--- config.mk ---
export PLATFORM = sky130hd
export DESIGN_NAME = keypad_input
export DESIGN_NICKNAME = d
export VERILOG_FILES = /design/src/rtl/keypad_input.sv
export SDC_FILE = /design/constraint.sdc
export NUM_CORES = 1
export LEC_CHECK = 0
export ABC_AREA = 1
export CELL_PAD_IN_SITES_DETAIL_PLACEMENT = 2
export CELL_PAD_IN_SITES_GLOBAL_PLACEMENT = 2
export CORE_MARGIN = 8
export CORE_UTILIZATION = 39
export CTS_CLUSTER_DIAMETER = 150
export DETAILED_ROUTE_END_ITERATION = 8
export DONT_BUFFER_PORTS = 1
export PLACE_DENSITY = 0.93
export SLEW_MARGIN = 15
export SYNTH_ARGS = -nofsm -noshare
export SYNTH_HDL_FRONTEND = slang
export SYNTH_SLANG_ARGS = --single-unit
--- constraint.sdc ---
create_clock -name clk -period 5.5 [get_ports clk]
set_clock_uncertainty 0.05 [all_clocks]
set_input_delay 0.275 -clock clk [delete_from_list [all_inputs] [get_ports clk]]
set_output_delay 0.275 -clock clk [all_outputs]
set_load 0.03 [all_outputs]
--- src/rtl/keypad_input.sv ---
// Keypad entry block: collects up to MAX_DIGITS decimal digits from the board switches,
// one per debounced press of key_digit_n, and hands the value to a stalled IN instruction
// when key_done_n is pressed.
// Optional feature: define KEYPAD_INPUT_NEG_EN to let sw_neg negate the delivered value.

module keypad_input #(
  parameter int unsigned DEBOUNCE_CYCLES = 50000,
  parameter int unsigned MAX_DIGITS      = 3
) (
  input  logic        clk,
  input  logic        reset,
  input  logic [3:0]  sw_digit,
  input  logic        sw_neg,
  input  logic        key_digit_n,
  input  logic        key_done_n,
  input  logic        in_req,
  output logic        in_valid,
  output logic [31:0] in_data,
  output logic [31:0] entry_val,
  output logic        entry_busy
);

  localparam int unsigned DbW  = (DEBOUNCE_CYCLES > 1) ? $clog2(DEBOUNCE_CYCLES) : 1;
  localparam int unsigned CntW = $clog2(MAX_DIGITS + 1);
  localparam logic [DbW-1:0]  DbMax    = DbW'(DEBOUNCE_CYCLES - 1);
  localparam logic [CntW-1:0] CntLimit = CntW'(MAX_DIGITS);

  typedef enum logic [1:0] {StIdle, StEntry, StDeliver} state_e;

  // Bit 0 is the digit key, bit 1 the done key; both active-low.
  logic [1:0]     key_raw;
  logic [1:0]     sync1_q;
  logic [1:0]     sync2_q;
  logic [1:0]     stable_q;
  logic [1:0]     press_evt_q;
  logic [DbW-1:0] db_cnt_q [2];

  state_e          state_q;
  logic [31:0]     acc_q;
  logic [CntW-1:0] count_q;

  logic        digit_evt;
  logic        done_evt;
  logic        digit_ok;
  logic [31:0] acc_next;
  logic [31:0] result;

  assign key_raw   = {key_done_n, key_digit_n};
  assign digit_evt = press_evt_q[0];
  assign done_evt  = press_evt_q[1];

  // Synchronise both keys, debounce them and emit a one-cycle pulse on each accepted press.
  always_ff @(posedge clk) begin
    if (reset) begin
      sync1_q     <= 2'b11;
      sync2_q     <= 2'b11;
      stable_q    <= 2'b11;
      press_evt_q <= 2'b00;
      for (int k = 0; k < 2; k++) begin
        db_cnt_q[k] <= '0;
      end
    end else begin
      sync1_q     <= key_raw;
      sync2_q     <= sync1_q;
      press_evt_q <= 2'b00;
      for (int k = 0; k < 2; k++) begin
        if (sync2_q[k] == stable_q[k]) begin
          db_cnt_q[k] <= '0;
        end else if (db_cnt_q[k] == DbMax) begin
          // DEBOUNCE_CYCLES identical differing samples seen: accept the new level.
          db_cnt_q[k]    <= '0;
          stable_q[k]    <= sync2_q[k];
          press_evt_q[k] <= ~sync2_q[k];
        end else begin
          db_cnt_q[k] <= db_cnt_q[k] + DbW'(1);
        end
      end
    end
  end

  // Digit acceptance, next accumulator value and the value handed over on done.
  always_comb begin
    digit_ok = digit_evt && (sw_digit <= 4'd9) && (count_q < CntLimit);
    acc_next = (acc_q * 32'd10) + {28'd0, sw_digit};
`ifdef KEYPAD_INPUT_NEG_EN
    result   = sw_neg ? (~acc_q + 32'd1) : acc_q;
`else
    result   = acc_q;
`endif
  end

`ifndef KEYPAD_INPUT_NEG_EN
  logic unused_sw_neg;
  assign unused_sw_neg = sw_neg;
`endif

  // Entry FSM; in_valid and in_data are registered so the pulse lands one cycle after done.
  always_ff @(posedge clk) begin
    if (reset) begin
      state_q  <= StIdle;
      acc_q    <= '0;
      count_q  <= '0;
      in_valid <= 1'b0;
      in_data  <= '0;
    end else begin
      in_valid <= 1'b0;
      unique case (state_q)
        StIdle: begin
          if (in_req) begin
            state_q <= StEntry;
            acc_q   <= '0;
            count_q <= '0;
          end
        end
        StEntry: begin
          if (!in_req) begin
            // Request withdrawn: drop the partial entry, leave in_data alone.
            state_q <= StIdle;
            acc_q   <= '0;
            count_q <= '0;
          end else if (done_evt) begin
            // Done wins over a coincident digit press.
            in_data  <= result;
            in_valid <= 1'b1;
            state_q  <= StDeliver;
          end else if (digit_ok) begin
            acc_q   <= acc_next;
            count_q <= count_q + CntW'(1);
          end
        end
        StDeliver: begin
          if (!in_req) begin
            state_q <= StIdle;
          end
        end
        default: state_q <= StIdle;
      endcase
    end
  end

  assign entry_val  = acc_q;
  assign entry_busy = (state_q == StEntry);

endmodule
==> flow_metrics.py <==
metrics = {
    "setup_path": {
        "worst_path_most_repeated_cell": "nand2_1",
        "start_kind": "flip-flop",
        "required_ns": 5.75,
        "timing.rr.start": "entry_val[1]$_SDFFE_PP0P_",
        "rrSetupSlack_ns": 1.27,
        "end_kind": "flip-flop",
        "slowest_stage": "dfxtp_1",
        "path_cells": "ha_1, ha_1, fa_1, nand2_1, nand2_1, nand3_1, nand2_1, nand2_1, nand2_1, nor2_4, inv_1, nor2_1, nand4_1, o21ai_0, o211ai_1, a21oi_1",
        "worstPathMaxFanout": 6,
        "crit_type": "flip-flop to flip-flop",
        "critical_path.n_buffers_inverters": 1,
        "r2r-end": "entry_val[17]$_SDFFE_PP0P_",
        "critPathArrivalTime_ns": 4.48,
        "cp_top_family": "simple AND/OR/NAND/NOR gates",
        "reg2reg_depth": 16,
        "cp_slowest_stage_delay_ns": 0.71,
    },
    "sta": {
        "setup-violations-final": 0,
        "rsz0062_at_grt": "no",
        "slew_headroom_pct": 27.6,
        "fin_hold_ws_ns": 0.0118,
        "hold_viol_final": 0,
        "max_freq_mhz": 236,
        "min_period_over_period_pct": 76.9,
        "fin_setup_tns_ns": 0,
        "fin_crit_ns": 4.23,
        "drv_slew": 0,
        "max_slew.worst_pin.slew_ns": 1.08,
    },
    "yosys": {
        "async_flop_share_pct": 0,
        "synth_cell_type_count": 46,
        "synth_edf_count": 32,
        "synth.cell_area_um2": 8000,
        "yosysSeqAreaShare_pct": 31.3,
        "synth_warnings": 0,
        "synth_area_leader_cell": "dfxtp_1",
        "synth_most_common_cell": "nand2_1",
        "synthFlopType": "dfxtp_1",
        "synthCells": 1196,
        "synthTopCellsByCount": "301 x nand2_1, 161 x inv_1, 146 x nor2_1, 98 x nand3_1, 77 x dfxtp_1",
        "ys_seq_elements": 109,
        "synth_top_area_share_pct": 19.3,
        "yosys-top-cells-area": "dfxtp_1 19%, nand2_1 14%, edfxtp_1 12%",
        "syn_avg_cell_area_um2": 6.69,
    },
    "global_routing": {
        "use_met1_pct": 26.8,
        "met3_usage_pct": 7.16,
        "met2_usage_pct": 54.9,
        "grt-busiest-layer": "met2",
        "gr-total-overflow": 0,
        "grt.total_usage_pct": 29.2,
        "grt_max_degree": 42,
        "grt_pass1_vias": 9915,
        "grt_pass1_wl_mm": 57.8,
        "antenna_found_initial": 0,
    },
    "worst_hold_path": {
        "worstHoldEndpoint": "entry_val[0]$_SDFFE_PP0P_",
        "hp-class": "input pin to flip-flop",
        "timing.hold.worst.start": "sw_digit[0]",
        "min_path_cells": 2,
    },
    "placed_design": {
        "placed_area_um2": 8370,
        "numPortBuffers": 0,
        "gp_congestion": 0.842,
        "dpl.hpwl_mm": 24.9,
    },
    "clock_tree": {
        "htreeDepth": 3,
        "path_clk_slew_ns": 0.08,
        "cts_setup_buffers": 0,
        "cts_root_buffer": "clkbuf_16",
        "postCtsHoldBufs": 4,
        "cts.sinks": 109,
        "cts_buffers": 9,
        "cts_buffer_depth": 2,
        "cts_resized": 0,
        "cts_tree": "built",
        "clock_latency_ns": 0.39,
    },
    "floorplan": {
        "dieArea_um2": 25300,
        "die_height_um": 159,
        "boundaryPins": 76,
        "rows": 52,
        "coreArea_um2": 20200,
        "die_w_um": 159,
        "initial_core_util_pct": 39.7,
    },
    "routing": {
        "firstDrtPassIters": 4,
        "avgViaCountPerCell": 5.66,
        "drc": 0,
        "drt_wl_total_mm": 37.1,
        "wl_per_cell_um": 24.8,
        "antenna_left": 0,
        "drt-initial-drc-count": 351,
        "via_count": 8467,
    },
    "status": {
        "status": "completed",
    },
    "power_and_ir_drop": {
        "p_leak_nw": 4.29,
        "irDropWorstVdd_mv": 0.119,
        "p_per_area_nw_per_um2": 183,
    },
    "cells_and_area": {
        "drive_above_1_share_pct": 9.22,
        "n_fill_cell": 2443,
        "syn2layout_area_growth_pct": 8.81,
        "multi_input_area_um2": 4840,
        "design_area_um2": 8700,
        "nets": 1294,
        "finish.utilization_pct": 43.1,
        "n_antenna_cell": 0,
        "ff_latch_area_um2": 2500,
    },
    "run": {
        "max_cap_viol_count": 0,
    },
}
-- routing by layer --
| metal | vias to the layer above | part of all wire [%] | wire length, um |
|---|---|---|---|
| met1 | 4197 | 35 | 12900 |
| li1 | 3851 | - | - |
| met3 | 166 | 5.0 | 1870 |
| met2 | 253 | 52 | 19500 |
| met4 | 0 | 7.7 | 2870 |
| met5 | - | 0 | 0 |
-- how the worst max path moves through the flow --
stage	to	cells past startpoint	startpoint
after detailed placement	entry_val[21]$_SDFFE_PP0P_	15	state_q[0]$_SDFFE_PP0P_
final	entry_val[17]$_SDFFE_PP0P_	16	entry_val[1]$_SDFFE_PP0P_
after CTS	entry_val[23]$_SDFFE_PP0P_	18	entry_val[1]$_SDFFE_PP0P_
after floorplan	entry_val[27]$_SDFFE_PP0P_	18	entry_val[1]$_SDFFE_PP0P_
after global routing	entry_val[21]$_SDFFE_PP0P_	15	state_q[0]$_SDFFE_PP0P_
after global placement	entry_val[31]$_SDFFE_PP0P_	18	entry_val[1]$_SDFFE_PP0P_
-- report_power, final --
part | switching [mW] | internal, mW
Clock | 0.356 | 0.319
Sequential | 0.0147 | 0.838
Combinational | 0.0490 | 0.0200
-- cells in the final DEF (no fill, tap or decap), types with 4 or more instances in the layout --
master / netlist / layout
a21oi_1: 67 / 67
clkbuf_16: 0 / 9
conb_1: 1 / 32
dfxtp_1: 77 / 77
edfxtp_1: 32 / 32
ha_1: 61 / 61
inv_1: 161 / 161
inv_2: 13 / 13
nand2_1: 301 / 301
nand2_2: 29 / 29
nand3_1: 98 / 98
nand3_2: 9 / 9
nand3b_1: 4 / 4
nand4_1: 15 / 15
nor2_1: 146 / 146
nor2_2: 16 / 16
nor2_4: 10 / 10
nor3_1: 20 / 20
nor4_1: 6 / 6
o211ai_1: 4 / 4
o21ai_0: 49 / 49
o21bai_1: 5 / 5
or2_2: 8 / 8
xor2_1: 13 / 13
-- worst reg2reg max path, delay by kind of cell, from the launching register on --
family | cells | cell delay (ns)
AO/OA/AOI/OAI | 3 | 0.68
flip-flops | 1 | 0.71
AND/OR/NAND/NOR | 9 | 1.44
adder cells (fa/ha/maj) | 3 | 1.18
buffers and inverters | 1 | 0.10
-- flip-flops by register name, indices dropped and copies added, names as in the netlist --
name / flops
press_evt_q: 2
count_q: 2
sync2_q: 2
db_cnt_q: 32
stable_q: 2
in_valid: 1
sync1_q: 2
state_q: 2
in_data: 32
entry_val: 32
-- area by class of cell --
cell class	count	area share, %
clock buffer	10	2.65
clock inverter	6	0.604
inverter	178	7.69
multi-input combinational	917	55.7
sequential	109	28.8
tap	270	3.88
timing repair buffer	6	0.748
-- logic make-up (layout without fill, tap and decap cells) --
| logic type | Yosys count | in the layout | share of synthesized area [%] |
|---|---|---|---|
| adders and majority gates | 63 | 63 | 10.0 |
| other | 1 | 32 | 0.0469 |
| buffers and inverters | 201 | 200 | 9.59 |
| AOI/OAI and AO/OA | 134 | 134 | 9.01 |
| and+or+nand+nor | 672 | 672 | 38.2 |
| DFF | 109 | 109 | 31.3 |
| xor gates and xnor gates | 16 | 16 | 1.85 |
-- stage by stage --
stage / power (mW) / setup slack, ns / instances
2_1_floorplan: 0.914 / 2.50 / 1227
3_3_place_gp: 0.918 / 1.91 / 1476
3_5_place_dp: 0.925 / 1.72 / 1476
4_1_cts: 1.60 / 1.44 / 1496
5_1_grt: 1.63 / 1.04 / 1496
6_report: 1.60 / 1.27 / 1496
Note: power is estimated with default switching activity, not from simulation.
